### config.mk
export PLATFORM = sky130hd
export DESIGN_NAME = fifo_wr_arbiter
export DESIGN_NICKNAME = d
export VERILOG_FILES = /design/src/rtl/fifo_wr_arbiter_pkg.sv /design/src/rtl/fifo_wr_arbiter_rr_pick.sv /design/src/rtl/fifo_wr_arbiter.sv
export SDC_FILE = /design/constraint.sdc
export NUM_CORES = 1
export LEC_CHECK = 0
export CAP_MARGIN = 10
export CORE_ASPECT_RATIO = 1.1
export CORE_MARGIN = 4
export CORE_UTILIZATION = 40
export CTS_BUF_LIST = sky130_fd_sc_hd__clkbuf_16
export DETAILED_ROUTE_END_ITERATION = 16
export DONT_BUFFER_PORTS = 1
export SYNTH_ARGS = -nofsm -noshare
export SYNTH_HDL_FRONTEND = slang
export SYNTH_SLANG_ARGS = --single-unit
### constraint.sdc
create_clock -name clk_wr -period 2.8 [get_ports clk_wr]
set_clock_uncertainty 0.05 [all_clocks]
set_input_delay 0.56 -clock clk_wr [delete_from_list [all_inputs] [get_ports clk_wr]]
set_output_delay 0.56 -clock clk_wr [all_outputs]
set_load 0.01 [all_outputs]
### src/rtl/fifo_wr_arbiter_pkg.sv
// Shared definitions for the FIFO write-side arbiter.
//   state_e   : FSM encoding (IDLE / XFER)
//   clog2     : ceiling log2, clamped to a minimum width of 1
//   slice_lsb : LSB of source idx inside a packed {src N-1, ..., src 0} data bus
package fifo_wr_arbiter_pkg;

    typedef enum logic {
        StIdle = 1'b0,
        StXfer = 1'b1
    } state_e;

    function automatic int unsigned clog2(input int unsigned value);
        int unsigned result;
        result = 0;
        for (int unsigned i = 0; i < 32; i++) begin
            if ((64'd1 << i) < 64'(value)) begin
                result = i + 1;
            end
        end
        return (result == 0) ? 1 : result;
    endfunction

    // Source i occupies bits [i*dw +: dw] of the concatenated data bus.
    function automatic int unsigned slice_lsb(input int unsigned idx, input int unsigned dw);
        return idx * dw;
    endfunction

endpackage

### src/rtl/fifo_wr_arbiter_rr_pick.sv
// Combinational round-robin selector.
//   req : per-source request vector
//   ptr : index the search starts from (wraps modulo N_SRC)
//   any : at least one request is set
//   idx : first requesting index at or after ptr
module rr_pick #(
    parameter int unsigned N_SRC = 4,
    parameter int unsigned IdW   = 2
) (
    input  logic [N_SRC-1:0] req,
    input  logic [IdW-1:0]   ptr,
    output logic             any,
    output logic [IdW-1:0]   idx
);

    int unsigned cand;

    always_comb begin
        any  = 1'b0;
        idx  = '0;
        cand = 0;
        for (int unsigned off = 0; off < N_SRC; off++) begin
            cand = (32'(ptr) + off) % N_SRC;
            // Only the first hit in search order counts.
            if (!any && req[IdW'(cand)]) begin
                any = 1'b1;
                idx = IdW'(cand);
            end
        end
    end

endmodule

### src/rtl/fifo_wr_arbiter.sv
// Write-side scheduler sharing one FIFO write port among N_SRC packet sources.
// Round-robin at packet/burst granularity, honours fifo_full, one bubble between grants.
//   clk_wr, rst            : write clock, asynchronous active-low reset
//   src_valid/data/last    : per-source beat stream (source i at data[i*DW +: DW])
//   src_ready              : beat accepted when ANDed with src_valid
//   fifo_we, fifo_wdata    : FIFO write port
//   fifo_full              : FIFO full flag (clk_wr domain)
//   grant_vld, grant_id    : current grant holder
//   timeout_pulse          : one cycle after a grant is revoked for idling
module fifo_wr_arbiter
    import fifo_wr_arbiter_pkg::*;
#(
    parameter int unsigned N_SRC     = 4,
    parameter int unsigned DW        = 8,
    parameter int unsigned MAX_BURST = 8,
    parameter int unsigned IDLE_TO   = 16
) (
    input  logic                    clk_wr,
    input  logic                    rst,
    input  logic [N_SRC-1:0]        src_valid,
    input  logic [N_SRC*DW-1:0]     src_data,
    input  logic [N_SRC-1:0]        src_last,
    output logic [N_SRC-1:0]        src_ready,
    output logic                    fifo_we,
    output logic [DW-1:0]           fifo_wdata,
    input  logic                    fifo_full,
    output logic                    grant_vld,
    output logic [clog2(N_SRC)-1:0] grant_id,
    output logic                    timeout_pulse
);

    localparam int unsigned IdW = clog2(N_SRC);
    localparam int unsigned BcW = clog2(MAX_BURST + 1);
    localparam int unsigned IcW = clog2(IDLE_TO + 1);

    localparam logic [BcW-1:0] BurstLast = BcW'(MAX_BURST - 1);
    localparam logic [IcW-1:0] IdleLast  = IcW'(IDLE_TO - 1);
    localparam logic [IdW-1:0] LastSrc   = IdW'(N_SRC - 1);

    state_e         state_q, state_d;
    logic [IdW-1:0] rr_ptr_q, rr_ptr_d;
    logic [IdW-1:0] grant_id_q, grant_id_d;
    logic [BcW-1:0] beat_cnt_q, beat_cnt_d;
    logic [IcW-1:0] idle_cnt_q, idle_cnt_d;
    logic           timeout_q, timeout_d;

    logic           pick_any;
    logic [IdW-1:0] pick_idx;
    logic           g_valid;
    logic           g_last;
    logic           accept;
    logic           rel;

    rr_pick #(
        .N_SRC (N_SRC),
        .IdW   (IdW)
    ) u_rr_pick (
        .req (src_valid),
        .ptr (rr_ptr_q),
        .any (pick_any),
        .idx (pick_idx)
    );

    // Datapath and handshake outputs.
    always_comb begin
        grant_vld     = (state_q == StXfer);
        grant_id      = grant_id_q;
        timeout_pulse = timeout_q;
        g_valid       = src_valid[grant_id_q];
        g_last        = src_last[grant_id_q];
        accept        = grant_vld && g_valid && !fifo_full;
        fifo_we       = accept;
        fifo_wdata    = '0;
        src_ready     = '0;
        if (grant_vld) begin
            fifo_wdata            = src_data[slice_lsb(32'(grant_id_q), DW) +: DW];
            src_ready[grant_id_q] = !fifo_full;
        end
    end

    // Next-state: grant selection, burst/idle accounting, release.
    always_comb begin
        state_d    = state_q;
        rr_ptr_d   = rr_ptr_q;
        grant_id_d = grant_id_q;
        beat_cnt_d = beat_cnt_q;
        idle_cnt_d = idle_cnt_q;
        timeout_d  = 1'b0;
        rel        = 1'b0;
        case (state_q)
            StIdle: begin
                if (pick_any) begin
                    state_d    = StXfer;
                    grant_id_d = pick_idx;
                    beat_cnt_d = '0;
                    idle_cnt_d = '0;
                end
            end
            StXfer: begin
                if (accept) begin
                    if (beat_cnt_q != '1) begin
                        beat_cnt_d = beat_cnt_q + 1'b1;
                    end
                    idle_cnt_d = '0;
                    // last and burst limit on the same beat give a single release.
                    if (g_last || (beat_cnt_q == BurstLast)) begin
                        rel = 1'b1;
                    end
                end else if (!g_valid) begin
                    if (idle_cnt_q != '1) begin
                        idle_cnt_d = idle_cnt_q + 1'b1;
                    end
                    if (idle_cnt_q >= IdleLast) begin
                        rel       = 1'b1;
                        timeout_d = 1'b1;
                    end
                end
                // Valid but full is backpressure: counters hold, grant is kept.
                if (rel) begin
                    state_d  = StIdle;
                    rr_ptr_d = (grant_id_q == LastSrc) ? '0 : grant_id_q + 1'b1;
                end
            end
            default: state_d = StIdle;
        endcase
    end

    always_ff @(posedge clk_wr or negedge rst) begin
        if (!rst) begin
            state_q    <= StIdle;
            rr_ptr_q   <= '0;
            grant_id_q <= '0;
            beat_cnt_q <= '0;
            idle_cnt_q <= '0;
            timeout_q  <= 1'b0;
        end else begin
            state_q    <= state_d;
            rr_ptr_q   <= rr_ptr_d;
            grant_id_q <= grant_id_d;
            beat_cnt_q <= beat_cnt_d;
            idle_cnt_q <= idle_cnt_d;
            timeout_q  <= timeout_d;
        end
    end

endmodule

### After elaboration in Yosys (flattened, before gate mapping)

Index checks and enable logic that the tools add are counted.

* equal/unequal tests: 9
* order comparisons: 7
* shifts and indexed selects: 1
* bitwise gates (word level): 2
* reductions and logical operators: 15
* mux-type cells: 44
* add/sub/neg operators: 6

Operators with widths (number)
* $shiftx A32 B6 Y8: 1
* $mux W1: 20
* $mux W5: 4
* $mux W4: 4
* $lt A2 B3 Y1 const B: 5
* $bmux W1 S2: 6
* $mux W2: 5
* $pmux W5 S2: 1
* $mux W8: 1
* $pmux W4 S2: 1
* $logic_and A1 B1 Y1: 6
* $reduce_and A3 Y1: 2
* $add A5 B1 Y5 const B: 1
* $ge A5 B4 Y1 const B: 1
* $ne A5 B5 Y1 const B: 1
* $add A2 B1 Y2 const B: 2
* $add A2 B2 Y2 const B: 2
* $add A4 B1 Y4 const B: 1
* $and A4 B4 Y4: 1
* $eq A4 B3 Y1 const B: 1
* $logic_not A1 Y1: 4
* $ne A2 B2 Y1 const B: 2
* $ne A4 B4 Y1 const B: 1
* $reduce_and A2 Y1: 2
* 9 further kinds: 9

* input port bits: 43
* output and inout port bits: 17
* bits in registers: 15

### Logic depth before layout (Yosys ltp)

* depth in word-level cells: 14
* gate-level depth with buffers: 7
* depth with buffers taken out: 6

### Modules after synthesis

Synthesis repeated with hierarchy kept, for this count alone.

* cell total of the unflattened synthesis: 121
* area, all modules: 1219.9 um^2

Modules (own cells, without submodules)
* fifo_wr_arbiter: area an instance 1142.3 um^2, instances 1, cells each 106
* rr_pick: area an instance 77.6 um^2, instances 1, cells each 15

### Least setup slack after synthesis

Ideal clock, no wire load.

* path kind: reg2out
* start point: register grant_id_q[0] (netlist: grant_id[0])
* end point: output port fifo_wdata[0]
* path buffers: 1
* path slack: 691 ps
* arrival: 1499 ps
* required time: 2190 ps
* cell stages (with the launch flop): 4
* path through: dfrtp_1 buf_2 mux4_2 and2_1

* word-level cells in the longest chain between the ends: 2

Ends and longest elaborated chain
* start: declaration: line fifo_wr_arbiter.sv:42 `logic [IdW-1:0] grant_id_q, grant_id_d;`
* start signal: assignment: line fifo_wr_arbiter.sv:139 `grant_id_q <= grant_id_d;`
* $shiftx A32 B6 Y8: line fifo_wr_arbiter.sv:76 `fifo_wdata = src_data[slice_lsb(32'(grant_id_q), DW) +: DW];`
* $mux W8: line fifo_wr_arbiter.sv:75 `if (grant_vld) begin`
* end: declaration: line fifo_wr_arbiter.sv:25 `output logic [DW-1:0] fifo_wdata,`

No other way between the ends.

### Worst setup path in the final report

Same ends and word-level chain as after synthesis.

==> flow_metrics.env <==
export IMPL_status="completed"
export IMPL_cp_data_arrival_time_ps=1630
export IMPL_vias_per_cell=6.17
export IMPL_period_share=0.802
export IMPL_cp_end_kind="output pin"
export IMPL_gp_congestion=0.772
export IMPL_period_minus_slack_ps=2240
export IMPL_cts_buffers=3
export IMPL_clock_latency_ps=240
export IMPL_rr_worst_depth=6
export IMPL_grt_pass1_vias=892
export IMPL_cp_required_ps=2190
export IMPL_root_buffer="clkbuf_16"
export IMPL_synth_ff_type="dfrtp_1"
export IMPL_post_cts_resized=0
export IMPL_irDropWorstVdd_v=0.000665
export IMPL_antenna_cells=0
export IMPL_rows=20
export IMPL_ctsHoldBuffers=1
export IMPL_final_cells=147
export IMPL_rsz0062_at_grt="no"
export IMPL_track_usage=0.148
export IMPL_nets=166
export IMPL_hold_path_class="flop to flop"
export IMPL_post_dp_cell_area_um2=1250
export IMPL_dp_hpwl_mm=2.22
export IMPL_drc=0
export IMPL_cts_setup_buffers=0
export IMPL_fmax_mhz=445
export IMPL_routed_wl_mm=2.74
export IMPL_crit_type="flop to output pin"
export IMPL_setup_worst_path_start="grant_id[0]$_DFFE_PN0P_"
export IMPL_synthesis_area_um2=1210
export IMPL_cp_endpoint="fifo_wdata[0]"
export IMPL_initial_core_util=0.427
export IMPL_hold_viol_final=0
export IMPL_worstHoldStart="beat_cnt_q[0]$_DFFE_PN0P_"
export IMPL_r2r_end="idle_cnt_q[3]$_DFFE_PN0P_"
export IMPL_dp_cells=142
export IMPL_portBuffers=0
export IMPL_avgSynthCellArea_um2=10.9
export IMPL_chipWidth_um=60.4
export IMPL_drt_iter0_drc=17
export IMPL_synth_seq_cells=15
export IMPL_reg2reg_slack_ps=780
export IMPL_routedWlPerCell_um=18.6
export IMPL_clk_pin_slew_ps=50
export IMPL_grt_remaining_overflow=0
export IMPL_synth_cells=111
export IMPL_final_area_um2=1340
export IMPL_pre_cts_ws_ps=694
export IMPL_slew_headroom=0.530
export IMPL_grt_pass1_wl_mm=4.23
export IMPL_fin_tns_setup_ps=0
export IMPL_holdWs_ps=458
export IMPL_post_route_util=0.472
export IMPL_syn_nets=162
export IMPL_grt_max_degree=17
export IMPL_clock_sinks=15
export IMPL_setup_violations=0
export IMPL_async_flop_share=1.00
export IMPL_cts_max_level=1
export IMPL_die_h_um=65.6
export IMPL_drtPass1Iterations=4
export IMPL_r2r_start="idle_cnt_q[0]$_DFFE_PN0P_"
export IMPL_p_leak_nw=0.583
export IMPL_slew_violations=0
export IMPL_power_total_mw=1.47
export IMPL_cp_max_fo=14
export IMPL_worst_pin_slew_ps=703
export IMPL_synth_edff_count=0
export IMPL_antenna_found_initial=0
export IMPL_cts_tree="done"
export IMPL_coreArea_um2=2830
export IMPL_syn_to_final_growth_pct=10.6
export IMPL_dieArea_um2=3960
export IMPL_synth_cell_types=36
export IMPL_seq_area_frac_synth=0.311
export IMPL_drive_above_1_share=0.167
export IMPL_ant_nets=0
export IMPL_ioPinCount=60
export IMPL_worstSetupStartpointType="flop"
export IMPL_yosysWarnings=0
export IMPL_clock_path_buffers=2
export IMPL_drv_cap=0
export IMPL_vias=907
export IMPL_holdPathStages=1
export IMPL_p_per_area_nw_per_um2=1100
export IMPL_layout_setup_ws_ps=555
Yosys cell counts, types with 2 or more instances:
master / n / area, um^2
dfrtp_1: 15 / 375
and2_1: 12 / 75.1
mux4_2: 10 / 225
ha_1: 8 / 100
inv_1: 7 / 26.3
a21oi_1: 5 / 25.0
mux2i_1: 4 / 40.0
nor2_1: 4 / 15.0
nand2_1: 3 / 11.3
nand3_1: 3 / 15.0
nor2b_1: 3 / 18.8
nor3_1: 3 / 15.0
nor3b_1: 3 / 22.5
a211o_1: 2 / 17.5
and3_1: 2 / 12.5
and4_1: 2 / 17.5
buf_2: 2 / 10.0
clkbuf_1: 2 / 7.51
mux2_2: 2 / 22.5
o21ai_0: 2 / 10.0
o22ai_1: 2 / 12.5
flip-flops by register name, summed over array words and instances, names as in the netlist:
name,count
beat_cnt_q,4
grant_id,2
grant_vld,1
idle_cnt_q,5
rr_ptr_q,2
timeout_pulse,1
worst max-delay path, cell delays in order, from the launching register on:
cell	delay, ps
dfrtp_1	380
buf_4	280
mux4_2	520
and2_1	210
layout by cell type, fill, tap and decap left out:
| master | synthesis | layout |
|---|---|---|
| dfrtp_1 | 15 | 15 |
| and2_1 | 12 | 12 |
| mux4_2 | 10 | 10 |
| inv_1 | 7 | 8 |
| ha_1 | 8 | 8 |
| a21oi_1 | 5 | 5 |
| nor2_1 | 4 | 4 |
| mux2i_1 | 4 | 4 |
| nor2b_1 | 3 | 3 |
| nand2_1 | 3 | 3 |
| nor3_1 | 3 | 3 |
| nand3_1 | 3 | 3 |
| nor3b_1 | 3 | 3 |
| clkbuf_16 | 0 | 3 |
| and3_1 | 2 | 2 |
| and4_1 | 2 | 2 |
| o22ai_1 | 2 | 2 |
| mux2_2 | 2 | 2 |
| a211o_1 | 2 | 2 |
| o21ai_0 | 2 | 2 |
| buf_4 | 0 | 2 |
| inv_2 | 1 | 1 |
| nor4_1 | 1 | 1 |
| o31ai_1 | 1 | 1 |
| nand4_1 | 1 | 1 |
| or3_1 | 1 | 1 |
| o2bb2ai_1 | 1 | 1 |
| a311oi_1 | 1 | 1 |
| o21a_1 | 1 | 1 |
| nand2b_1 | 1 | 1 |
| a221o_1 | 1 | 1 |
| a21o_1 | 1 | 1 |
| a2bb2oi_1 | 1 | 1 |
| a2111oi_4 | 1 | 1 |
| a22o_1 | 1 | 1 |
| o32ai_1 | 1 | 1 |
| dlygate4sd3_1 | 0 | 1 |
cells by family (layout without fill, tap and decap cells):
family / Yosys count / after routing / share of synthesized area
adders and majority gates: 8 / 8 / 0.0829
buffers and inverters: 12 / 15 / 0.0394
and+or+nand+nor: 39 / 39 / 0.189
AOI/OAI and AO/OA: 21 / 21 / 0.140
DFF: 15 / 15 / 0.311
muxes: 16 / 16 / 0.238
how the worst min path moves through the flow:
stage,slack [ps],to
after detailed placement,210,idle_cnt_q[3]$_DFFE_PN0P_
after global placement,210,idle_cnt_q[2]$_DFFE_PN0P_
after floorplan,210,beat_cnt_q[0]$_DFFE_PN0P_
after CTS,460,beat_cnt_q[0]$_DFFE_PN0P_
after global routing,480,beat_cnt_q[0]$_DFFE_PN0P_
final,460,beat_cnt_q[0]$_DFFE_PN0P_
per-layer routing:
layer	track usage	wire length (um)	vias up	share of wire
met1	0.165	1030	427	0.38
met4	0.0748	55	0	0.020
met5	0	0	-	0
met2	0.257	1380	44	0.50
li1	-	-	432	-
met3	0.0334	271	4	0.099
final cells by class:
type,count,area [um^2]
multi-input cells,84,785
repair buffers,3,25.0
flip-flops and latches,15,375
clock buffers,3,75.1
inverters,8,30.0
well taps,33,41.3
fillers,277,1490
clock inverters,1,3.75
where the power goes:
part           switching (mW)  internal [mW]
logic                   0.415          0.373
registers               0.109          0.302
clock network          0.0793          0.188
No activity file was read; power rests on OpenSTA's default activity.
==> RTL edit (same flow settings) <==
`N_SRC` is set to 4 in 2 places; all go to 2.
--- a/src/rtl/fifo_wr_arbiter_rr_pick.sv
+++ b/src/rtl/fifo_wr_arbiter_rr_pick.sv
@@ -5,5 +5,5 @@
 //   idx : first requesting index at or after ptr
 module rr_pick #(
-    parameter int unsigned N_SRC = 4,
+    parameter int unsigned N_SRC = 2,
     parameter int unsigned IdW   = 2
 ) (
--- a/src/rtl/fifo_wr_arbiter.sv
+++ b/src/rtl/fifo_wr_arbiter.sv
@@ -11,5 +11,5 @@
     import fifo_wr_arbiter_pkg::*;
 #(
-    parameter int unsigned N_SRC     = 4,
+    parameter int unsigned N_SRC     = 2,
     parameter int unsigned DW        = 8,
     parameter int unsigned MAX_BURST = 8,
Ports: changed (5 resized); port bits go from 60 to 37. No check against the original RTL was run, so the function may have changed too.
==> RTL edit against the unedited design <==
  * Count of clock-buffer cells in the layout unchanged
  * Via count shrank 26%
  * Sequential cell count down 2
  * Total power decreased by 34%
  * Sequential power is 17% lower
  * Synthesized area shrank 29%
  * Non-clock buffer count decreased by 1
  * Critical path depth down 1
  * Final area shrank 27%
  * Sequential share of layout area rose by 5.3 points
  * Setup slack improved by 0.11 ns
  * Routed wire length shrank 34%
  * Largest cell class unchanged
==> RTL edit: results <==
{
  "routed_wl_mm": 1.804,
  "ys.flop_type": "dfrtp_1",
  "status": "finished, final reports clean",
  "synth.top_cells.by_area": "dfrtp_1, mux2i_1, nor2_1, ha_1, a31oi_1",
  "slew_headroom_pct": 59.54,
  "wl_per_cell_um": 14.91,
  "yosysUniqueCellTypes": 35,
  "htree_levels": 1,
  "grt_pass1_vias": 693,
  "detailed_place_hpwl_mm": 1.388,
  "drt_iter0_markers": 10,
  "dp_cells": 116,
  "viasPerCell": 5.529,
  "yosys_warnings": 0,
  "crit_fanout": 13,
  "nNetsFinal": 121,
  "p_leak_nw": 0.4707,
  "grtUsageMet3_pct": 5.040,
  "top_regs": "idle_cnt_q (5), beat_cnt_q (4)",
  "cpMaxStageDelayCell": "dfrtp_1",
  "insertion_delay_ns": 0.24,
  "port-buffer-count": 0,
  "globalplace.congestion": 0.7577,
  "syn_avg_cell_area_um2": 9.579,
  "drt_pass1_iterations": 4,
  "grt_antenna_before_repair": 0,
  "vdd_drop_max_v": 0.0004756,
  "cts_resized": 0,
  "gr-usage-met2_pct": 21.54,
  "crit_family": "flip-flops",
  "slowest_delay_ns": 0.62,
  "clock-root-buffer": "clkbuf_16",
  "clk_pin_slew_ns": 0.04,
  "grt_pass1_wl_mm": 3.098,
  "layout-drive-gt1-share_pct": 10.75,
  "synth_commonest_cells": "nor2_1, dfrtp_1, mux2i_1",
  "cts.path.max_buffers": 2,
  "grt_use_total_pct": 13.78,
  "ys_seq_area_share_pct": 37.74,
  "hold_class": "primary input to register",
  "numCtsBuffers": 3,
  "met1_usage_pct": 17.41,
  "fillers": 197,
  "arrival_ns": 1.53,
  "antenna_cells": 0,
  "ys_async_sr_fraction_pct": 100.0,
  "grt_max_degree": 14
}
[RTL edit: worst paths after layout]
path                       cells past startpoint                       from                   endpoint  slack (ns)
min in group asynchronous                      1                        rst    timeout_pulse$_DFF_PN0_        0.72
min                                            1               src_valid[0]       grant_id$_DFFE_PN0P_        0.38
max reg2reg                                    6  idle_cnt_q[0]$_DFFE_PN0P_       rr_ptr_q$_DFFE_PN0P_        0.77
max in group asynchronous                      1                        rst  beat_cnt_q[0]$_DFFE_PN0P_        1.58
max                                            2        grant_vld$_DFF_PN0_              fifo_wdata[1]        0.66
min reg2reg                                    1  beat_cnt_q[0]$_DFFE_PN0P_  beat_cnt_q[0]$_DFFE_PN0P_        0.45
[RTL edit: layer usage]
layer  vias to the layer above  wire [um]  share of wire, %
li1                        332          -                 -
met1                       314        827                46
met2                        21        826                46
met3                         2        138               7.6
met4                         0         12              0.67
met5                         -          0                 0
[RTL edit: what timing repair did]
action                    in CTS  in global routing
hold endpoints to repair      13                  0
hold buffers                   1                  0
buffers inserted               0                  0
[RTL edit: stage by stage]
step                total power, mW  area, um^2  hold slack (ns)  utilization, %  setup WS (ns)
finish                       0.9744       973.4           0.3764           48.17         0.6648
global route                  1.054       973.4           0.3776           48.17         0.4560
CTS                          0.9863       973.4           0.3775           48.17         0.6487
detailed placement           0.7164       884.6           0.2148           43.78         0.7683
global placement             0.7036       884.6           0.2148           43.78         0.8092
floorplan                    0.6604       862.1           0.2144               -         0.8420
[RTL edit: report_power, final]
part / internal (mW) / switching, mW
sequential: 0.255 / 0.0850
combinational: 0.167 / 0.208
clock: 0.188 / 0.0721
total: 0.609 / 0.365
[RTL edit: logic make-up after synthesis]
group                    share of synthesized area, %
adder cells (fa/ha/maj)                         5.806
buffers and inverters                           4.497
multiplexers                                    16.11
AND/OR/NAND/NOR                                 20.17
flip-flops                                      37.74
AO/OA/AOI/OAI                                   15.67
[RTL edit: final cells by class]
class,count,area [um^2],area share (%)
clock buffers,3,75.07,7.712
well taps,28,35.03,3.599
inverters,5,18.77,1.928
multi-input cells,69,498.0,51.16
clock inverters,1,3.754,0.3856
repair buffers,2,17.52,1.799
flip-flops and latches,13,325.3,33.42
